**src/rtl/display_scan_ctrl.sv**
```systemverilog
// Refresh scheduler for a 4-digit common-anode 7-segment display.
// Double-buffered symbol slots, per-digit blanking gap, atomic commit at frame start.
module display_scan_ctrl #(
    parameter int unsigned TICKS_ON    = 50000,
    parameter int unsigned TICKS_BLANK = 500
) (
    input  logic       clk,
    input  logic       rst,
    input  logic       enable,
    input  logic       wr_en,
    input  logic [1:0] wr_addr,
    input  logic [4:0] wr_data,
    input  logic       commit,
    input  logic [3:0] digit_mask,
    output logic [6:0] seg,
    output logic [3:0] an,
    output logic       frame_done,
    output logic       commit_ack
);

    localparam int unsigned TMAX = (TICKS_ON > TICKS_BLANK) ? TICKS_ON : TICKS_BLANK;
    localparam int unsigned CW   = (TMAX > 1) ? $clog2(TMAX) : 1;
    localparam logic [CW-1:0] ON_LAST    = CW'(TICKS_ON - 1);
    localparam logic [CW-1:0] BLANK_LAST = CW'((TICKS_BLANK > 0) ? TICKS_BLANK - 1 : 0);
    localparam logic [4:0]    SYM_BLANK  = 5'd14;

    typedef enum logic [1:0] {
        S_IDLE,
        S_ON,
        S_BLANK
    } state_t;

    state_t          r_state, w_state_nx;
    logic [1:0]      r_digit, w_digit_nx;
    logic [CW-1:0]   r_count, w_count_nx;
    logic            r_pending, w_pending_nx;
    logic [4:0]      r_shadow [4];
    logic [4:0]      r_active [4];
    logic [4:0]      w_shadow_nx [4];
    logic [4:0]      w_active_nx [4];
    logic            w_adv, w_wrap, w_enter0, w_copy;
    logic [6:0]      w_seg_nx;
    logic [3:0]      w_an_nx;

    function automatic logic [6:0] dec(input logic [4:0] sym);
        case (sym)
            5'd0:    dec = 7'b1000000;
            5'd1:    dec = 7'b1111001;
            5'd2:    dec = 7'b0100100;
            5'd3:    dec = 7'b0110000;
            5'd4:    dec = 7'b0011001;
            5'd5:    dec = 7'b0010010;
            5'd6:    dec = 7'b0000010;
            5'd7:    dec = 7'b1111000;
            5'd8:    dec = 7'b0000000;
            5'd9:    dec = 7'b0010000;
            5'd10:   dec = 7'b0101111;
            5'd11:   dec = 7'b0010000;
            5'd12:   dec = 7'b0000011;
            5'd13:   dec = 7'b0111111;
            default: dec = 7'b1111111;
        endcase
    endfunction

    always_comb begin
        w_state_nx = r_state;
        w_digit_nx = r_digit;
        w_count_nx = r_count;
        w_adv      = 1'b0;
        w_enter0   = 1'b0;
        if (!enable) begin
            w_state_nx = S_IDLE;
            w_digit_nx = '0;
            w_count_nx = '0;
        end else begin
            case (r_state)
                S_IDLE: begin
                    w_state_nx = S_ON;
                    w_digit_nx = '0;
                    w_count_nx = '0;
                    w_enter0   = 1'b1;
                end
                S_ON: begin
                    if (r_count == ON_LAST) begin
                        if (TICKS_BLANK == 0) begin
                            w_adv = 1'b1;
                        end else begin
                            w_state_nx = S_BLANK;
                            w_count_nx = '0;
                        end
                    end else begin
                        w_count_nx = r_count + 1'b1;
                    end
                end
                S_BLANK: begin
                    if (r_count == BLANK_LAST) w_adv = 1'b1;
                    else                       w_count_nx = r_count + 1'b1;
                end
                default: w_state_nx = S_IDLE;
            endcase
        end
        w_wrap = w_adv && (r_digit == 2'd3);
        if (w_adv) begin
            w_state_nx = S_ON;
            w_digit_nx = r_digit + 1'b1;
            w_count_nx = '0;
            if (w_wrap) w_enter0 = 1'b1;
        end
    end

    // A write landing on the copy edge is forwarded so it is part of the commit.
    always_comb begin
        w_shadow_nx = r_shadow;
        if (wr_en) w_shadow_nx[wr_addr] = wr_data;
        w_copy       = w_enter0 && (r_pending || commit);
        w_active_nx  = w_copy ? w_shadow_nx : r_active;
        w_pending_nx = w_copy ? 1'b0 : (r_pending || commit);
    end

    // Outputs are computed from next-state values so they change on the same edge.
    always_comb begin
        w_seg_nx = 7'b1111111;
        w_an_nx  = 4'b1111;
        if (w_state_nx == S_ON && !digit_mask[w_digit_nx]) begin
            w_an_nx  = ~(4'b0001 << w_digit_nx);
            w_seg_nx = dec(w_active_nx[w_digit_nx]);
        end
    end

    always_ff @(posedge clk) begin
        if (!rst) begin
            r_state    <= S_IDLE;
            r_digit    <= '0;
            r_count    <= '0;
            r_pending  <= 1'b0;
            for (int unsigned i = 0; i < 4; i++) begin
                r_shadow[i] <= SYM_BLANK;
                r_active[i] <= SYM_BLANK;
            end
            seg        <= 7'b1111111;
            an         <= 4'b1111;
            frame_done <= 1'b0;
            commit_ack <= 1'b0;
        end else begin
            r_state    <= w_state_nx;
            r_digit    <= w_digit_nx;
            r_count    <= w_count_nx;
            r_pending  <= w_pending_nx;
            r_shadow   <= w_shadow_nx;
            r_active   <= w_active_nx;
            seg        <= w_seg_nx;
            an         <= w_an_nx;
            frame_done <= w_wrap;
            commit_ack <= w_copy;
        end
    end

endmodule

```
**config.mk**
```make
export PLATFORM = sky130hd
export DESIGN_NAME = display_scan_ctrl
export DESIGN_NICKNAME = d
export VERILOG_FILES = /design/src/rtl/display_scan_ctrl.sv
export SDC_FILE = /design/constraint.sdc
export NUM_CORES = 1
export LEC_CHECK = 0
export BUFFER_PORTS_ARGS = -buffer_cell sky130_fd_sc_hd__buf_2
export CAP_MARGIN = 20
export CORE_AREA = 4 4 104 106
export CTS_CLUSTER_SIZE = 14
export DETAILED_ROUTE_END_ITERATION = 10
export DIE_AREA = 0 0 108 110
export GPL_ROUTABILITY_DRIVEN = 0
export MAX_ROUTING_LAYER = met4
export SKIP_LAST_GASP = 1
export SYNTH_ARGS = -nofsm -noshare
export SYNTH_HDL_FRONTEND = slang
export SYNTH_SLANG_ARGS = --single-unit
```
**constraint.sdc**
```tcl
create_clock -name clk -period 3.6 [get_ports clk]
set_clock_uncertainty 0.2 [all_clocks]
set_input_delay 0.18 -clock clk [delete_from_list [all_inputs] [get_ports clk]]
set_output_delay 0.18 -clock clk [all_outputs]
set_load 0.05 [all_outputs]
```
==> flow_metrics.env <==
export IMPL_setup_violations_final=0
export IMPL_clk_latency_ns=0.35
export IMPL_rsz0062_at_grt="no"
export IMPL_cp_arrival_ns=3.34
export IMPL_die_y_um=110
export IMPL_first_pass_iters=4
export IMPL_route_detailed_drc=0
export IMPL_crit_path_start_kind="flip-flop"
export IMPL_post_dp_hpwl_um=6120
export IMPL_syn2layout_area_growth_pct=13.0
export IMPL_fill_cells=976
export IMPL_synthArstFlopShare=0
export IMPL_cts_tree="built"
export IMPL_timing_final_crit_period_ns=3.32
export IMPL_detail_route_iter0_violations=155
export IMPL_finalCritPeriodShare=0.922
export IMPL_relSlewSlack=0.530
export IMPL_cts_made_buffers=9
export IMPL_start_util=0.385
export IMPL_gr_usage_all_layers=0.158
export IMPL_path_clk_slew_ns=0.08
export IMPL_routed_wl_um=8420
export IMPL_die_w_um=108
export IMPL_cp_max_fo=10
export IMPL_synth_seq_cells=74
export IMPL_vias=3063
export IMPL_boundaryPins=29
export IMPL_core_rowCount=36
export IMPL_netlist_area_um2=3770
export IMPL_outcome="completed"
export IMPL_cts_buffer_depth=2
export IMPL_yosysTopAreaCellShare=0.393
export IMPL_holdPathStages=5
export IMPL_grt_pass1_vias=3038
export IMPL_post_route_util=0.435
export IMPL_grt_max_degree=32
export IMPL_synth_warnings=0
export IMPL_synth_area_top_cells="dfxtp_1 39%, mux2i_1 5.8%, nor2_1 4.2%"
export IMPL_syn_area_per_cell_um2=9.05
export IMPL_io_buffers=28
export IMPL_worst_pin_slew_ns=0.705
export IMPL_synth_cell_types=65
export IMPL_power_density_nw_per_um2=386
export IMPL_r2r_slack_ns=0.28
export IMPL_fin_setup_tns_ns=0
export IMPL_min_from="digit_mask[1]"
export IMPL_dieArea_um2=11900
export IMPL_clock_sinks=74
export IMPL_total_power_mw=1.64
export IMPL_grt_antenna_before_repair=0
export IMPL_max_cap_viol_count=0
export IMPL_num_antenna_cells=0
export IMPL_reg2reg_from="r_count[0]"
export IMPL_nets=478
export IMPL_ant_nets=0
export IMPL_grt_pass1_wl_um=14500
export IMPL_met1_usage=0.206
export IMPL_end_kind="flip-flop"
export IMPL_synth_edff_count=0
export IMPL_synthFlopType="dfxtp_1"
export IMPL_reg2reg_to="seg[5]"
export IMPL_maxSlewViolCount=0
export IMPL_grt_most_used_layer="met2"
export IMPL_post_drt_wl_per_cell_um=14.3
export IMPL_met2_usage=0.236
export IMPL_hold_viol=0
export IMPL_cp_required_ns=3.62
export IMPL_met3_usage=0.0280
export IMPL_synth_seq_area_share=0.393
export IMPL_cts_setup_buffers=0
export IMPL_min_to="an[3]"
export IMPL_cts_htree_levels=3
export IMPL_p_leak_nw=1.69
export IMPL_viasPerCell=5.21
export IMPL_reg2reg_depth=11
export IMPL_syn_inst=416
export IMPL_layout_drive_gt1_share=0.178
export IMPL_irDropWorstVdd_uv=187
export IMPL_grt_overflow=0
export IMPL_worstSetupPathType="reg2reg"
export IMPL_fmax_mhz=301
export IMPL_ctsRootBufferMaster="clkbuf_8"
export IMPL_min_path_type="in2reg"
export IMPL_synth_nets=444
export IMPL_core_area_um2=9770
export IMPL_synth_largest_area_cell="dfxtp_1"
[metal layers]
layer  wire length (um)  vias up  part of all wire
li1                   -     1585                 -
met1               4180     1410              0.50
met2               3620       51              0.43
met3                367       17             0.044
met4                252        0             0.030
met5                  0        -                 0
[state kept, by name, indices dropped and copies added (netlist names)]
name / cells
r_pending: 1
r_state: 2
commit_ack: 1
r_shadow: 20
r_active: 20
r_digit: 2
seg: 7
frame_done: 1
r_count: 16
an: 4
[where the power goes]
| part | switching (mW) | leakage, nW | total, mW | internal [mW] |
|---|---|---|---|---|
| logic | 0.0994 | 1.00 | 0.162 | 0.0630 |
| clock network | 0.312 | 0.0889 | 0.633 | 0.321 |
| registers | 0.00700 | 0.601 | 0.845 | 0.838 |
| total | 0.419 | 1.69 | 1.64 | 1.22 |
[worst max-delay path by stage]
stage               depth (start not counted)  startpoint     end
floorplan                                  13  r_count[0]  seg[4]
global placement                           12  r_count[0]  seg[5]
detailed placement                         12  r_count[0]  seg[5]
CTS                                        12  r_count[0]  seg[5]
global route                               11  r_count[0]  seg[5]
finish                                     11  r_count[0]  seg[5]
[synth_stat cells (6+ instances only)]
| cell type | instances |
|---|---|
| dfxtp_1 | 74 |
| nor2_1 | 42 |
| nand2_1 | 30 |
| o21ai_0 | 26 |
| a21oi_1 | 22 |
| mux2i_1 | 22 |
| nor3_1 | 22 |
| and3_1 | 13 |
| nand3_1 | 13 |
| ha_1 | 12 |
| inv_1 | 12 |
| a211oi_1 | 9 |
| clkbuf_1 | 8 |
| xor2_1 | 8 |
| and3_2 | 7 |
| and2_1 | 6 |
| nand4_1 | 6 |
| o211ai_1 | 6 |
[kinds of logic (layout without fill, tap and decap cells)]
group | Yosys count | in the layout | synth area share
AO/OA/AOI/OAI | 89 | 89 | 0.158
XOR/XNOR | 12 | 12 | 0.0279
buffers and inverters | 30 | 69 | 0.0455
AND/OR/NAND/NOR | 172 | 172 | 0.261
flip-flops | 74 | 74 | 0.393
adder cells (fa/ha/maj) | 12 | 12 | 0.0399
multiplexers | 27 | 27 | 0.0744
[cell usage in the layout, fill, tap and decap left out, types with 7 or more instances in the layout]
cell / synthesis / routed
dfxtp_1: 74 / 74
a211oi_1: 9 / 9
dlygate4sd3_1: 0 / 7
nand3_1: 13 / 13
nand2_1: 30 / 30
and3_1: 13 / 13
and3_2: 7 / 7
clkbuf_8: 2 / 9
o21ai_0: 26 / 25
xor2_1: 8 / 8
a21oi_1: 22 / 22
nor2_1: 42 / 42
ha_1: 12 / 12
buf_2: 3 / 28
nor3_1: 22 / 22
inv_1: 12 / 12
mux2i_1: 22 / 22
[area by class of cell]
cell class | instances | area [um2] | share of cell area
Sequential cell | 74 | 1480 | 0.348
Inverter | 12 | 45.0 | 0.0106
Timing Repair Buffer | 41 | 255 | 0.0600
Clock buffer | 10 | 128 | 0.0300
Tap cell | 133 | 166 | 0.0391
Multi-Input combinational cell | 312 | 2110 | 0.497
Clock inverter | 6 | 66.3 | 0.0156
[timing repair]
action | CTS | global route
hold buffers | 7 | 0
endpoints found under the hold margin | 16 | 0
endpoints found under the setup margin | 0 | 1
resized for setup | 0 | 1
[stage by stage]
step | hold slack, ns | worst slack (ns) | instance area [um2] | std cells
finish | 0.0400 | 0.280 | 4260 | 588
global route | 0.0504 | 0.00861 | 4260 | 588
CTS | 0.0229 | 0.213 | 4260 | 588
detailed placement | 0.255 | 0.200 | 3990 | 565
global placement | 0.253 | 0.299 | 3990 | 565
floorplan | 0.119 | 0.517 | 3770 | 416
[critical path, cell delays in order (launching register included)]
cell     delay (ns)
dfxtp_1        0.37
ha_1           0.22
nor4b_2        0.24
and3_2         0.36
a31oi_1        0.24
nor3_1         0.33
nor3_1         0.14
nor4_4         0.46
inv_1          0.13
ha_1           0.22
mux2i_1        0.18
a22oi_1        0.11
No activity file was read; power rests on OpenSTA's default activity.
